[src/rtl/bram_dot_product_if.sv]
// Command, status and dual-port memory read bus of bram_dot_product.
// The sat status line exists only when DOT_SAT16_EN is defined.
interface bram_dot_product_if #(
    parameter int DATA_W = 8,
    parameter int ADDR_W = 10,
    parameter int ACC_W  = 2*DATA_W + ADDR_W
);
    logic              start;
    logic [ADDR_W-1:0] base_x;
    logic [ADDR_W-1:0] base_y;
    logic [ADDR_W:0]   len;
    logic [ADDR_W-1:0] addr_a;
    logic [ADDR_W-1:0] addr_b;
    logic              we_a;
    logic              we_b;
    logic [DATA_W-1:0] data_out_a;
    logic [DATA_W-1:0] data_out_b;
    logic [ACC_W-1:0]  result;
    logic              busy;
    logic              done;
`ifdef DOT_SAT16_EN
    logic              sat;

    modport slave (
        input  start, base_x, base_y, len, data_out_a, data_out_b,
        output addr_a, addr_b, we_a, we_b, result, busy, done, sat
    );
    modport master (
        output start, base_x, base_y, len, data_out_a, data_out_b,
        input  addr_a, addr_b, we_a, we_b, result, busy, done, sat
    );
`else
    modport slave (
        input  start, base_x, base_y, len, data_out_a, data_out_b,
        output addr_a, addr_b, we_a, we_b, result, busy, done
    );
    modport master (
        output start, base_x, base_y, len, data_out_a, data_out_b,
        input  addr_a, addr_b, we_a, we_b, result, busy, done
    );
`endif
endinterface

[src/rtl/bram_dot_product.sv]
// Signed dot product of two vectors streamed from a dual-port BRAM.
// Define DOT_SAT16_EN to clamp the result to 16 bits and add the sat pulse.
module bram_dot_product #(
    parameter int DATA_W = 8,
    parameter int ADDR_W = 10,
    parameter int ACC_W  = 2*DATA_W + ADDR_W
) (
    input logic             clk,
    input logic             rst,
    bram_dot_product_if.slave bus
);
    localparam logic [1:0] IDLE  = 2'd0;
    localparam logic [1:0] FETCH = 2'd1;
    localparam logic [1:0] DRAIN = 2'd2;
    localparam logic [1:0] DONE  = 2'd3;

    logic [1:0]               state;
    logic [ADDR_W-1:0]        addr_a;
    logic [ADDR_W-1:0]        addr_b;
    logic [ADDR_W:0]          len_r;
    logic [ADDR_W:0]          cnt;
    logic                     valid;
    logic signed [ACC_W-1:0]  acc;
    logic signed [ACC_W-1:0]  acc_next;
    logic signed [ACC_W-1:0]  final_val;
    logic signed [ACC_W-1:0]  result;
    logic signed [2*DATA_W-1:0] prod;
    logic                     sat_hit;

    always_comb begin
        prod     = $signed(bus.data_out_a) * $signed(bus.data_out_b);
        acc_next = acc;
        if (valid)
            acc_next = acc + ACC_W'(prod);
    end

`ifdef DOT_SAT16_EN
    localparam logic signed [ACC_W-1:0] SAT_MAX = ACC_W'(32767);
    localparam logic signed [ACC_W-1:0] SAT_MIN = ACC_W'(-32768);
    logic sat_r;

    always_comb begin
        final_val = acc_next;
        sat_hit   = 1'b0;
        if (acc_next > SAT_MAX) begin
            final_val = SAT_MAX;
            sat_hit   = 1'b1;
        end else if (acc_next < SAT_MIN) begin
            final_val = SAT_MIN;
            sat_hit   = 1'b1;
        end
    end
`else
    always_comb begin
        final_val = acc_next;
        sat_hit   = 1'b0;
    end
`endif

    always_ff @(posedge clk) begin
        if (rst) begin
            state  <= IDLE;
            addr_a <= '0;
            addr_b <= '0;
            len_r  <= '0;
            cnt    <= '0;
            valid  <= 1'b0;
            acc    <= '0;
            result <= '0;
`ifdef DOT_SAT16_EN
            sat_r  <= 1'b0;
`endif
        end else begin
            // valid trails the address issue by one cycle, matching the BRAM read latency
            valid <= (state == FETCH);
            acc   <= acc_next;
            case (state)
                IDLE: begin
                    if (bus.start) begin
                        if (bus.len != '0) begin
                            addr_a <= bus.base_x;
                            addr_b <= bus.base_y;
                            len_r  <= bus.len;
                            cnt    <= '0;
                            acc    <= '0;
                            state  <= FETCH;
                        end else begin
                            result <= '0;
`ifdef DOT_SAT16_EN
                            sat_r  <= 1'b0;
`endif
                            state  <= DONE;
                        end
                    end
                end
                FETCH: begin
                    if (cnt == len_r - (ADDR_W+1)'(1)) begin
                        state <= DRAIN;
                    end else begin
                        cnt    <= cnt + (ADDR_W+1)'(1);
                        addr_a <= addr_a + ADDR_W'(1);
                        addr_b <= addr_b + ADDR_W'(1);
                    end
                end
                DRAIN: begin
                    // the last product lands in acc on this same edge, so take it from acc_next
                    result <= final_val;
`ifdef DOT_SAT16_EN
                    sat_r  <= sat_hit;
`endif
                    state  <= DONE;
                end
                default: begin
`ifdef DOT_SAT16_EN
                    sat_r <= 1'b0;
`endif
                    state <= IDLE;
                end
            endcase
        end
    end

    assign bus.addr_a = addr_a;
    assign bus.addr_b = addr_b;
    assign bus.we_a   = 1'b0;
    assign bus.we_b   = 1'b0;
    assign bus.result = result;
    assign bus.busy   = (state == FETCH) || (state == DRAIN);
    assign bus.done   = (state == DONE);
`ifdef DOT_SAT16_EN
    assign bus.sat    = sat_r;
`else
    logic unused_sat;
    assign unused_sat = sat_hit;
`endif
endmodule

[src/flat_wrapper.sv]
// flat-port wrapper written by rule: the top's interface ports become plain ports
module bram_dot_product_flat 
#(
    parameter int DATA_W = 8,
    parameter int ADDR_W = 10,
    parameter int ACC_W  = 2*DATA_W + ADDR_W
)
  (clk, rst, bus_start, bus_base_x, bus_base_y, bus_len, bus_data_out_a, bus_data_out_b, bus_addr_a, bus_addr_b, bus_we_a, bus_we_b, bus_result, bus_busy, bus_done);
  bram_dot_product_if #(.DATA_W(DATA_W), .ADDR_W(ADDR_W), .ACC_W(ACC_W)) bus_i ();
  input logic clk;
  input logic rst;
  input wire logic [$bits(bus_i.start)-1:0] bus_start;
  input wire logic [$bits(bus_i.base_x)-1:0] bus_base_x;
  input wire logic [$bits(bus_i.base_y)-1:0] bus_base_y;
  input wire logic [$bits(bus_i.len)-1:0] bus_len;
  input wire logic [$bits(bus_i.data_out_a)-1:0] bus_data_out_a;
  input wire logic [$bits(bus_i.data_out_b)-1:0] bus_data_out_b;
  output wire logic [$bits(bus_i.addr_a)-1:0] bus_addr_a;
  output wire logic [$bits(bus_i.addr_b)-1:0] bus_addr_b;
  output wire logic [$bits(bus_i.we_a)-1:0] bus_we_a;
  output wire logic [$bits(bus_i.we_b)-1:0] bus_we_b;
  output wire logic [$bits(bus_i.result)-1:0] bus_result;
  output wire logic [$bits(bus_i.busy)-1:0] bus_busy;
  output wire logic [$bits(bus_i.done)-1:0] bus_done;
  assign bus_i.start = bus_start;
  assign bus_i.base_x = bus_base_x;
  assign bus_i.base_y = bus_base_y;
  assign bus_i.len = bus_len;
  assign bus_i.data_out_a = bus_data_out_a;
  assign bus_i.data_out_b = bus_data_out_b;
  assign bus_addr_a = bus_i.addr_a;
  assign bus_addr_b = bus_i.addr_b;
  assign bus_we_a = bus_i.we_a;
  assign bus_we_b = bus_i.we_b;
  assign bus_result = bus_i.result;
  assign bus_busy = bus_i.busy;
  assign bus_done = bus_i.done;
  bram_dot_product #(.DATA_W(DATA_W), .ADDR_W(ADDR_W), .ACC_W(ACC_W)) u_core (.clk(clk), .rst(rst), .bus(bus_i));
endmodule
[config.mk]
export PLATFORM = sky130hd
export DESIGN_NAME = bram_dot_product_flat
export DESIGN_NICKNAME = d
export VERILOG_FILES = /design/src/rtl/bram_dot_product_if.sv /design/src/rtl/bram_dot_product.sv /design/src/flat_wrapper.sv
export SDC_FILE = /design/constraint.sdc
export NUM_CORES = 1
export LEC_CHECK = 0
export BUFFER_PORTS_ARGS = -buffer_cell sky130_fd_sc_hd__clkbuf_2
export CORE_ASPECT_RATIO = 1.1
export CORE_MARGIN = 4
export CORE_UTILIZATION = 25
export DETAILED_ROUTE_END_ITERATION = 6
export HOLD_SLACK_MARGIN = 0.08
export PLACE_DENSITY = 0.37
export SLEW_MARGIN = 20
export SYNTH_ARGS = -nofsm -noshare
export SYNTH_HDL_FRONTEND = slang
export SYNTH_SLANG_ARGS = --single-unit
[constraint.sdc]
create_clock -name clk -period 9.9 [get_ports clk]
set_input_delay 0.99 -clock clk [delete_from_list [all_inputs] [get_ports clk]]
set_output_delay 0.99 -clock clk [all_outputs]
set_load 0.005 [all_outputs]
Word level (Yosys, flattened, before mapping)
Index checks and enable logic that the tools add are counted.
{ "totals": {"register_bits": 97, "word_cells": 55} }
{ "op_classes": {"addsub": 5, "multipliers": 1, "eq_ne": 9, "muxes": 23, "reduce_logical": 9} }
{ "ops": {"columns": ["cell", "n"], "rows": [
  ["$mux 26", 6],
  ["$mux 10", 6],
  ["$pmux 26 s2", 1],
  ["$pmux 10 s2", 2],
  ["$mux 11", 3],
  ["$add 26x16->26", 1],
  ["$pmux 11 s2", 1],
  ["$add 10x1->10 const B", 2],
  ["$mul 8x8->16", 1],
  ["$add 11x1->11 const B", 1],
  ["$eq 11x11->1", 1],
  ["$reduce_bool 11->1", 1],
  ["$sub 11x1->11 const B", 1],
  ["$mux 2", 3],
  ["$ne 2x2->1 const B", 3],
  ["$pmux 2 s3", 1],
  ["$reduce_and 3->1", 2],
  ["$eq 2x2->1 const B", 2],
  ["$ne 2x1->1 const B", 2],
  ["$reduce_and 4->1", 1],
  ["$reduce_bool 2->1", 2],
  ["$eq 2x1->1 const B", 1],
  ["$logic_not 2->1", 1],
  ["$reduce_and 2->1", 1],
  ["$logic_or 1x1->1", 1]
]} }

Depth between registers and ports, before layout
{ "depth": {"word_depth": 6, "ltp_mapped": 21, "ltp_nobuf": 20} }

Worst setup path after synthesis
Ideal clock, no wire load.
{ "synth_timing": {"path_kind": "input -> register", "start": "in bus_data_out_b[0]", "end": "reg u_core.acc[25]", "setup_ps": 80, "arrival_ps": 6265, "t_required_ps": 9820, "slack_ps": 3555, "stages": 17, "n_path_buf": 0, "path_cell_list": "and2_1 inv_1 fa_1 inv_1 fa_1 fa_1 fa_1 fa_1 ha_1 nand3_1 nor2_1 nand3b_1 a31oi_1 o41ai_1 a41o_1 mux2i_1 nor3b_1"} }
{ "synth_between": {"elab_chain_cells": 6} }
{ "synth_lines": {"columns": ["element", "line", "rtl"], "rows": [
  ["from (decl)", "flat_wrapper.sv:17", "input wire logic [$bits(bus_i.data_out_b)-1:0] bus_data_out_b;"],
  ["$mul 8x8->16 (*)", "bram_dot_product.sv:31", "prod = $signed(bus.data_out_a) * $signed(bus.data_out_b);"],
  ["$add 26x16->26 (*)", "bram_dot_product.sv:34", "acc_next = acc + ACC_W'(prod);"],
  ["$mux 26 (*)", "bram_dot_product.sv:33", "if (valid)"],
  ["$mux 26", "bram_dot_product.sv:80", "if (bus.len != '0) begin"],
  ["$mux 26", "bram_dot_product.sv:79", "if (bus.start) begin"],
  ["$mux 26 (*)", "bram_dot_product.sv:77", "case (state)"],
  ["to (signal assigned)", "bram_dot_product.sv:76", "acc <= acc_next;"],
  ["to (decl)", "bram_dot_product.sv:23", "logic signed [ACC_W-1:0] acc;"]
]} }
Every way passes the cells marked *; elsewhere a longest branch is shown, timed or not.
A chain may end at the register's enable or synchronous reset.

Final worst setup path
Same ends and word-level chain as after synthesis.

==> impl_metrics.env <==
export IMPL_synth_edf_count=0
export IMPL_grt_pass1_wl_um=41300
export IMPL_dr_first_iter_drc_count=277
export IMPL_wl_per_cell_um=16.2
export IMPL_fin_crit_ns=6.28
export IMPL_n_fill_cell=3809
export IMPL_boundaryPins=100
export IMPL_power_w=0.00332
export IMPL_yosysUniqueCellTypes=72
export IMPL_die_x_um=189
export IMPL_async_flop_share_pct=0
export IMPL_hold_depth=2
export IMPL_final_common_cell="inv_1"
export IMPL_hold_viol=0
export IMPL_vdd_drop_max_v=0.000133
export IMPL_yosys_warnings=0
export IMPL_worst_clock_skew_ns=0.00968
export IMPL_p_int_w=0.00167
export IMPL_combinationalPowerShare_pct=72.7
export IMPL_reg2reg_to="u_core.acc[25]"
export IMPL_grt_overflow=0
export IMPL_cts_resized_gates=0
export IMPL_fmax_mhz=159
export IMPL_relSlewSlack_pct=44.5
export IMPL_grt_setup_unrepaired="no"
export IMPL_postCtsSetupBuffers=0
export IMPL_die_h_um=207
export IMPL_clock_sinks=97
export IMPL_cts_tree="yes"
export IMPL_ys_flop_type="dfxtp_1"
export IMPL_die_area_mm2=0.0391
export IMPL_worst_pin_slew_ns=0.832
export IMPL_worstPathMaxFanout=19
export IMPL_gp_congestion=0.739
export IMPL_holdPathEnd="u_core.bus.result[5]"
export IMPL_grt_pass1_vias=7358
export IMPL_antenna_cells=0
export IMPL_grt_antenna_before_repair=1
export IMPL_cp_start_kind="primary input"
export IMPL_grt_max_degree=44
export IMPL_drc=0
export IMPL_h_tree_depth=3
export IMPL_core_mm2=0.0354
export IMPL_holdBufCountCts=0
export IMPL_final_cell_mix="inv_1 (113), fa_1 (110), clkbuf_2 (97), dfxtp_1 (97), nor2_1 (94)"
export IMPL_p_sw_w=0.00164
export IMPL_outcome="finished, final reports clean"
export IMPL_drtPass1Iterations=4
export IMPL_wl_um=25000
export IMPL_drt_vias_per_instance=4.48
export IMPL_fin_nets=1283
export IMPL_fin_crit_sh_pct=63.4
export IMPL_io_buffers=97
export IMPL_worstHoldPathType="register to register"
export IMPL_netSwitchingFraction_pct=49.5
export IMPL_cts_buffers=9
export IMPL_min_from="u_core.bus.result[5]"
export IMPL_synth_seq_cells=97
export IMPL_synthCells=970
export IMPL_cap_violations=0
export IMPL_clkLatencyLatePin_ns=0.37
export IMPL_drive_above_1_share_pct=13.7
export IMPL_required_ns=10.20
export IMPL_p_per_area_mw_per_mm2=321
export IMPL_rr_worst_depth=16
export IMPL_netlist_area_mm2=0.00900
export IMPL_start_util_pct=25.4
export IMPL_hpwl_um=20100
export IMPL_setup_tns_ns=0
export IMPL_cp_arrival_ns=6.58
export IMPL_regToRegStartpoint="u_core.acc[12]"
export IMPL_pwr_share_seq_pct=16.0
export IMPL_setup_viol=0
export IMPL_vias=6898
export IMPL_hold_ws_ns=0.456
export IMPL_antenna_left=0
export IMPL_root_buffer="clkbuf_16"
export IMPL_placementRows=72
export IMPL_syn2layout_area_growth_pct=14.7
export IMPL_clkTransAtPathRegs_ns=0.07
export IMPL_final_area_mm2=0.0103
export IMPL_place_inst=1525
export IMPL_yosysSeqAreaShare_pct=21.6
export IMPL_power_leakage_nw=4.66
export IMPL_avgSynthCellArea_um2=9.28
export IMPL_clockBufferDepth=2
export IMPL_grt_usage_pct=13.3
export IMPL_stdcell_count=1541
export IMPL_slew_viol_final=0
export IMPL_dpl_instance_area_mm2=0.0100
export IMPL_r2r_slack_ns=4.53
export IMPL_endpoint_kind="register"
export IMPL_crit_type="primary input to register"
export IMPL_pwr_share_clk_pct=11.3
## how the worst max path moves through the flow
| stage | start | slack [ns] | to |
|---|---|---|---|
| 2_1_floorplan | bus_data_out_b[0] | 3.55 | u_core.acc[25] |
| 3_3_place_gp | bus_data_out_b[0] | 3.15 | u_core.acc[25] |
| 3_5_place_dp | bus_data_out_b[0] | 3.11 | u_core.acc[25] |
| 4_1_cts | bus_data_out_b[0] | 3.49 | u_core.acc[25] |
| 5_1_grt | bus_data_out_b[0] | 3.20 | u_core.acc[25] |
| 6_report | bus_data_out_b[0] | 3.62 | u_core.acc[25] |
## worst max-delay path, cell delays in order
cell and delay, ns:
clkbuf_2 0.17, and2_1 0.14, buf_4 0.34, inv_1 0.10, fa_1 0.49, inv_1 0.05
fa_1 0.51, fa_1 0.45, fa_1 0.58, fa_1 0.42, ha_1 0.39, nand3_1 0.12
nor2_1 0.11, nand3b_1 0.15, a31oi_1 0.16, o41ai_1 0.68, a41o_1 0.30, mux2i_1 0.23
nor3b_1 0.19
## cells by family after synthesis
group,synth area share [%]
and+or+nand+nor,16.3
adders and majority gates,33.9
AOI/OAI and AO/OA,13.0
buffers and inverters,6.67
DFF,21.6
xor gates and xnor gates,4.28
muxes,4.28
other,0.0416
## flip-flops by register name, indices dropped and copies added (netlist names)
register	count
u_core.state	2
u_core.bus.result	26
u_core.valid	1
u_core.bus.addr_a	10
u_core.cnt	11
u_core.bus.addr_b	10
u_core.acc	26
u_core.len_r	11
## layer usage
metal	part of all wire [%]	wire length [um]	vias up	global-route usage, %
li1	-	-	3445	-
met1	49	12300	3333	18.3
met2	46	11500	99	21.4
met3	3.4	854	19	2.59
met4	1.4	345	2	3.42
met5	0.044	11	-	0
## final cells by class
cell class                      count  area, um^2  area share [%]
Timing Repair Buffer              108         568            5.50
Clock inverter                      4        51.3           0.497
Sequential cell                    97        1940            18.8
Clock buffer                       12         246            2.39
Inverter                          116         435            4.22
Multi-Input combinational cell    723        6480            62.8
Tap cell                          481         602            5.83
## power by group through the flow
stage               logic, W  registers [W]  clock network, W
floorplan            0.00182       0.000514                 0
global route         0.00279       0.000543          0.000406
global placement     0.00248       0.000543                 0
detailed placement   0.00244       0.000542                 0
finish               0.00241       0.000531          0.000374
CTS                  0.00247       0.000533          0.000395
## synthesized netlist by cell type (12+ instances only)
library cell	count	area share, %
a21oi_1	41	2.3
a31oi_1	12	0.83
and2_1	33	2.3
clkbuf_1	24	1.0
dfxtp_1	97	22
fa_1	110	24
ha_1	68	9.4
inv_1	113	4.7
mux2i_1	34	3.8
nand2_1	59	2.5
nand3_1	18	1.0
nor2_1	94	3.9
nor3_1	29	1.6
o21ai_0	24	1.3
xnor2_1	24	2.3
xor2_1	20	1.9
## per-stage QoR
stage	util (%)	worst slack, ns
4_1_cts	29.2	3.49
2_1_floorplan	-	3.55
3_3_place_gp	28.3	3.15
6_report	29.2	3.62
3_5_place_dp	28.3	3.11
5_1_grt	29.2	3.20
Note: power is estimated with default switching activity, not from simulation.
